### src/rtl/obi_apb_bridge_n.sv
// OBI-to-APB splitter: decodes NUM_TARGETS equal slots above ADDR_BASE onto
// per-target APB ports, with a slot enable mask, decode errors and a PREADY timeout.
module obi_apb_bridge_n #(
  parameter int unsigned       NUM_TARGETS    = 4,
  parameter int unsigned       OBI_AW         = 32,
  parameter int unsigned       OBI_DW         = 32,
  parameter int unsigned       OBI_IDW        = 1,
  parameter logic [OBI_AW-1:0] ADDR_BASE      = 32'h0103_0000,
  parameter int unsigned       SS_SIZE        = 'h100,
  parameter int unsigned       TIMEOUT_CYCLES = 255
) (
  input  logic                          clk,
  input  logic                          reset,
  input  logic                          obi_req,
  output logic                          obi_gnt,
  input  logic [OBI_AW-1:0]             obi_addr,
  input  logic                          obi_we,
  input  logic [OBI_DW/8-1:0]           obi_be,
  input  logic [OBI_DW-1:0]             obi_wdata,
  input  logic [OBI_IDW-1:0]            obi_aid,
  output logic                          obi_rvalid,
  input  logic                          obi_rready,
  output logic [OBI_DW-1:0]             obi_rdata,
  output logic [OBI_IDW-1:0]            obi_rid,
  output logic                          obi_err,
  input  logic [NUM_TARGETS-1:0]        ss_ctrl_icn,
  output logic                          err_pulse,
  output logic [NUM_TARGETS-1:0]        APB_PSEL,
  output logic [NUM_TARGETS-1:0]        APB_PENABLE,
  output logic [OBI_AW-1:0]             APB_PADDR,
  output logic                          APB_PWRITE,
  output logic [OBI_DW-1:0]             APB_PWDATA,
  output logic [OBI_DW/8-1:0]           APB_PSTRB,
  input  logic [NUM_TARGETS*OBI_DW-1:0] APB_PRDATA,
  input  logic [NUM_TARGETS-1:0]        APB_PREADY,
  input  logic [NUM_TARGETS-1:0]        APB_PSLVERR
);

  localparam int unsigned BW     = OBI_DW / 8;
  localparam int unsigned IW     = (NUM_TARGETS > 1) ? $clog2(NUM_TARGETS) : 1;
  localparam int unsigned NP     = 1 << IW;
  localparam int unsigned SS_LOG = $clog2(SS_SIZE);
  localparam int unsigned CW     = (TIMEOUT_CYCLES > 0) ? $clog2(TIMEOUT_CYCLES + 1) : 1;
  localparam logic [OBI_AW:0] WIN_SIZE = (OBI_AW + 1)'(NUM_TARGETS * SS_SIZE);

  typedef enum logic [1:0] {S_IDLE, S_SETUP, S_ACCESS, S_RESP} state_e;

  state_e                 r_state;
  logic [IW-1:0]          r_idx;
  logic [CW-1:0]          r_cnt;
  logic [NUM_TARGETS-1:0] r_psel;
  logic [NUM_TARGETS-1:0] r_penable;
  logic [OBI_AW-1:0]      r_paddr;
  logic                   r_pwrite;
  logic [OBI_DW-1:0]      r_pwdata;
  logic [BW-1:0]          r_pstrb;
  logic                   r_rvalid;
  logic                   r_err;
  logic                   r_err_pulse;
  logic [OBI_DW-1:0]      r_rdata;
  logic [OBI_IDW-1:0]     r_rid;

  logic [OBI_AW-1:0]      w_off;
  logic [IW-1:0]          w_idx;
  logic [NP-1:0]          w_en_pad;
  logic [NP-1:0]          w_rdy_pad;
  logic [NP-1:0]          w_slverr_pad;
  logic                   w_in_win;
  logic                   w_hit;
  logic [NUM_TARGETS-1:0] w_onehot;
  logic                   w_ready;
  logic                   w_slverr;
  logic [OBI_DW-1:0]      w_prdata;
  logic [CW-1:0]          w_cnt_inc;
  logic                   w_timeout;

  // Unsigned offset wraps for addresses below the base; the explicit >= rejects those.
  assign w_off    = obi_addr - ADDR_BASE;
  assign w_idx    = w_off[SS_LOG +: IW];
  assign w_in_win = (obi_addr >= ADDR_BASE) && ({1'b0, w_off} < WIN_SIZE);
  assign w_en_pad = NP'(ss_ctrl_icn);
  assign w_hit    = w_in_win && w_en_pad[w_idx];
  assign w_onehot = NUM_TARGETS'(1) << w_idx;

  // Only the latched target's handshake signals are ever looked at.
  assign w_rdy_pad    = NP'(APB_PREADY);
  assign w_slverr_pad = NP'(APB_PSLVERR);
  assign w_ready      = w_rdy_pad[r_idx];
  assign w_slverr     = w_slverr_pad[r_idx];
  assign w_prdata     = APB_PRDATA[r_idx*OBI_DW +: OBI_DW];

  assign w_cnt_inc = (r_cnt == '1) ? r_cnt : r_cnt + 1'b1;
  assign w_timeout = (TIMEOUT_CYCLES != 0) && (w_cnt_inc == CW'(TIMEOUT_CYCLES));

  assign obi_gnt = obi_req && (r_state == S_IDLE);

  // NOTE: state registers use non-blocking assignments so every flop samples pre-edge values.
  always_ff @(posedge clk) begin
    if (reset) begin
      r_state     <= S_IDLE;
      r_idx       <= '0;
      r_cnt       <= '0;
      r_psel      <= '0;
      r_penable   <= '0;
      r_paddr     <= '0;
      r_pwrite    <= 1'b0;
      r_pwdata    <= '0;
      r_pstrb     <= '0;
      r_rvalid    <= 1'b0;
      r_err       <= 1'b0;
      r_err_pulse <= 1'b0;
      r_rdata     <= '0;
      r_rid       <= '0;
    end else begin
      case (r_state)
        S_IDLE: begin
          if (obi_gnt) begin
            r_rid <= obi_aid;
            if (w_hit) begin
              r_state  <= S_SETUP;
              r_idx    <= w_idx;
              r_psel   <= w_onehot;
              r_paddr  <= obi_addr;
              r_pwrite <= obi_we;
              r_pwdata <= obi_wdata;
              r_pstrb  <= obi_we ? obi_be : '0;
            end else begin
              r_state     <= S_RESP;
              r_rvalid    <= 1'b1;
              r_err       <= 1'b1;
              r_err_pulse <= 1'b1;
              r_rdata     <= '0;
            end
          end
        end
        S_SETUP: begin
          r_state   <= S_ACCESS;
          r_penable <= r_psel;
          r_cnt     <= '0;
        end
        S_ACCESS: begin
          r_cnt <= w_cnt_inc;
          // PREADY is tested first so a response on the limit cycle completes normally.
          if (w_ready) begin
            r_state     <= S_RESP;
            r_psel      <= '0;
            r_penable   <= '0;
            r_rvalid    <= 1'b1;
            r_rdata     <= r_pwrite ? '0 : w_prdata;
            r_err       <= w_slverr;
            r_err_pulse <= w_slverr;
          end else if (w_timeout) begin
            r_state     <= S_RESP;
            r_psel      <= '0;
            r_penable   <= '0;
            r_rvalid    <= 1'b1;
            r_rdata     <= '0;
            r_err       <= 1'b1;
            r_err_pulse <= 1'b1;
          end
        end
        S_RESP: begin
          r_err_pulse <= 1'b0;
          if (obi_rready) begin
            r_state  <= S_IDLE;
            r_rvalid <= 1'b0;
          end
        end
        default: r_state <= S_IDLE;
      endcase
    end
  end

  assign obi_rvalid  = r_rvalid;
  assign obi_rdata   = r_rdata;
  assign obi_rid     = r_rid;
  assign obi_err     = r_err;
  assign err_pulse   = r_err_pulse;
  assign APB_PSEL    = r_psel;
  assign APB_PENABLE = r_penable;
  assign APB_PADDR   = r_paddr;
  assign APB_PWRITE  = r_pwrite;
  assign APB_PWDATA  = r_pwdata;
  assign APB_PSTRB   = r_pstrb;

endmodule

### config.mk
export PLATFORM = sky130hd
export DESIGN_NAME = obi_apb_bridge_n
export DESIGN_NICKNAME = d
export VERILOG_FILES = /design/src/rtl/obi_apb_bridge_n.sv
export SDC_FILE = /design/constraint.sdc
export NUM_CORES = 1
export LEC_CHECK = 0
export BUFFER_PORTS_ARGS = -buffer_cell sky130_fd_sc_hd__buf_2
export CAP_MARGIN = 20
export CORE_AREA = 2 2 126 128
export DETAILED_ROUTE_END_ITERATION = 6
export DIE_AREA = 0 0 128 130
export GPL_TIMING_DRIVEN = 1
export PLACE_DENSITY = 0.78
export SLEW_MARGIN = 20
export SYNTH_ARGS = -nofsm -noshare
export SYNTH_HDL_FRONTEND = slang
export SYNTH_SLANG_ARGS = --single-unit
### constraint.sdc
create_clock -name clk -period 4.7 [get_ports clk]
set_input_delay 0.94 -clock clk [delete_from_list [all_inputs] [get_ports clk]]
set_output_delay 0.94 -clock clk [all_outputs]
set_load 0.02 [all_outputs]
==> flow_summary.yaml <==
run_status:
  outcome: "completed"
global_route:
  grt-ovfl-total: 0
  grt_pass1_wl_um: 26640
  grt_max_degree: 59
  grtUsageTotal: 0.2070
  antenna_found_initial: 0
  grt_pass1_vias: 5179
clock_tree:
  hold_buffers: 0
  clkSinkCount: 123
  cts_resized: 0
  clkSlewWorstSetupHoldPaths_ns: 0.06
  cts_root_buf: "clkbuf_16"
  cts_buffer_depth: 2
  htreeDepth: 4
  clock_latency_ns: 0.42
  cts_tree: "built"
  post_cts_buffers: 0
  cts_buffers: 17
setup_path:
  setup.worst_path.end_class: "flop"
  critPathKind: "reg -> reg"
  critPathLaunchType: "flop"
  required_ns: 5.03
  worstPathMaxFanout: 33
  cp.arrival_ns: 3.48
  crit_start: "r_cnt[0]$_SDFFE_PP0P_"
  r2r-start: "r_cnt[0]$_SDFFE_PP0P_"
  r2r-end: "obi_rdata[15]$_SDFFE_PP0P_"
  reg2reg_depth: 7
  crit_path_end: "obi_rdata[15]$_SDFFE_PP0P_"
  rrSetupSlack_ns: 1.56
detailed_routing:
  wl_um: 18110
  drc: 0
  first_pass_iters: 4
  drt_first_iter_violations: 283
  vias: 5647
  avgRoutedWirePerCell_um: 16.20
  viasPerCell: 5.051
  drtAntennaViolNets: 0
cells_and_area:
  layout-drive-gt1-share: 0.4460
  design_area_um2: 7965
  areaGrowthSynthToFinish_pct: 39.73
  diodes: 0
  layout.nets: 1132
  layout.cells.non_filler: 1118
placement:
  dp_slack_ns: 1.416
  dpl_cell_area_um2: 7362
  gp_congestion: 0.8432
  place.port_buffers: 327
  hpwl_um: 13440
  dp.cells: 1086
yosys:
  async_flop_share: 0
  yosysMostFrequentCell: "nand2_1"
  netlist_area_um2: 5700
  syn_area_per_cell_um2: 9.345
  synth-seq-cells: 123
  seq_area_frac_synth: 0.4320
  synth_ff_type: "dfxtp_1"
  yosysTopAreaCell: "dfxtp_1"
  synth_top_area_share: 0.4320
  ys_warn_count: 0
  ys_types: 48
  ys_top_cells_by_count: "179 x nand2_1, 123 x dfxtp_1, 59 x a21oi_1"
  syn_inst: 610
  synth_top_cells_by_area: "dfxtp_1 43%, mux4_2 14%, nand2_1 12%"
  syn_nets: 829
  synth-edff-count: 0
sta:
  hold_viol_final: 0
  drv_slew: 0
  rsz0062_at_grt: "no"
  skew_ns: 0.01229
  setup_slack_ns: 1.558
  tightest_slew_ns: 1.065
  period_needed_ns: 3.142
  relSlewSlack: 0.2902
  setup_tns_ns: 0
  period_share: 0.6685
  finalSetupViolCount: 0
  fmax_ghz: 0.3183
pwr:
  report.power.total_mw: 3.115
  p_leak_nw: 3.618
  irDropWorstVdd_mv: 0.2778
  p_per_area_nw_per_um2: 391.0
floorplan:
  initial_core_util: 0.3696
  die_w_um: 128
  die_h_um: 130
  die_area_um2: 16640
  std_cell_rows: 46
  core_area_um2: 15420
  ios: 328
run:
  drv_cap: 0
hold_path:
  holdCritPathClass: "reg -> reg"
  min_path_cells: 2
-- power by group --
part / switching [mW] / internal [mW] / leakage [nW] / total, mW
clock network: 0.523 / 0.808 / 0.291 / 1.33
logic: 0.393 / 0.273 / 2.33 / 0.666
registers: 0.0309 / 1.09 / 0.993 / 1.12
-- routing by layer --
metal | part of all wire | routed length [µm] | GRT usage | vias up
met4 | 0.035 | 629 | 0.09050 | 0
met3 | 0.060 | 1088 | 0.04961 | 36
met5 | 0 | 0 | 0 | -
met2 | 0.49 | 8906 | 0.3605 | 240
met1 | 0.41 | 7488 | 0.2447 | 2621
li1 | - | - | - | 2750
-- critical path, cell delays in order, from the launching register on --
cell and delay, ns:
dfxtp_1 0.49, ha_1 0.32, and4_1 0.36, a22oi_1 0.11, or3_4 0.42, o21bai_1 0.15
and3b_2 0.88, mux2i_1 0.28
-- cell type report --
| type | instances | area (µm²) |
|---|---|---|
| Sequential cell | 123 | 2465 |
| Clock inverter | 14 | 163.9 |
| Inverter | 7 | 26.28 |
| Tap cell | 192 | 240.2 |
| Fill cell | 1488 | 7460 |
| Clock buffer | 18 | 439.2 |
| Multi-Input combinational cell | 431 | 2949 |
| Timing Repair Buffer | 333 | 1682 |
-- sequential cells by signal (all words and copies together) (netlist names) --
signal and flops:
r_idx 1, APB_PADDR 31, APB_PWDATA 32, APB_PSEL 4, obi_rdata 32, obi_rvalid 1, APB_PSTRB 4, err_pulse 1
APB_PWRITE 1, r_cnt 8, APB_PENABLE 4, obi_rid 1, obi_err 1, r_state 2
-- worst min path at each step --
stage	end	slack, ns	start
after detailed placement	APB_PSTRB[1]$_SDFFE_PP0P_	0.44	APB_PSTRB[1]$_SDFFE_PP0P_
after floorplan	r_cnt[1]$_SDFFE_PP0P_	0.50	r_cnt[1]$_SDFFE_PP0P_
final	APB_PWDATA[21]$_SDFFE_PP0P_	0.45	APB_PWDATA[21]$_SDFFE_PP0P_
after global placement	APB_PWDATA[13]$_SDFFE_PP0P_	0.44	APB_PWDATA[13]$_SDFFE_PP0P_
after CTS	APB_PSTRB[1]$_SDFFE_PP0P_	0.45	APB_PSTRB[1]$_SDFFE_PP0P_
after global routing	APB_PWDATA[24]$_SDFFE_PP0P_	0.47	APB_PWDATA[24]$_SDFFE_PP0P_
-- kinds of logic after synthesis --
group                      share of synthesized area
buffers and inverters                        0.05246
adders and majority gates                    0.01097
AOI/OAI and AO/OA                            0.09833
muxes                                         0.2050
DFF                                           0.4320
and+or+nand+nor                               0.2013
-- stage by stage --
step | hold WS (ns) | utilization
finish | 0.4502 | 0.5164
global route | 0.4713 | 0.5164
CTS | 0.4520 | 0.5164
detailed placement | 0.4436 | 0.4773
global placement | 0.4388 | 0.4773
floorplan | 0.4986 | -
-- placed cells by master, fill, tap and decap left out, drive strengths merged, types with 2 or more instances in the layout --
master / n
buf: 333
bufinv: 2
dfxtp: 123
a41oi: 2
clkinvlp: 2
or3: 2
nand2: 179
and2: 2
clkinv: 6
ha: 5
a21oi: 59
inv: 11
and3: 22
nor4: 2
o211ai: 3
o21ai: 11
nand3b: 2
nor3: 3
mux2i: 38
mux4: 35
nor2: 15
nand3: 16
nand2b: 9
a211oi: 6
clkbuf: 18
and4: 3
(Power assumes the default switching activity.)
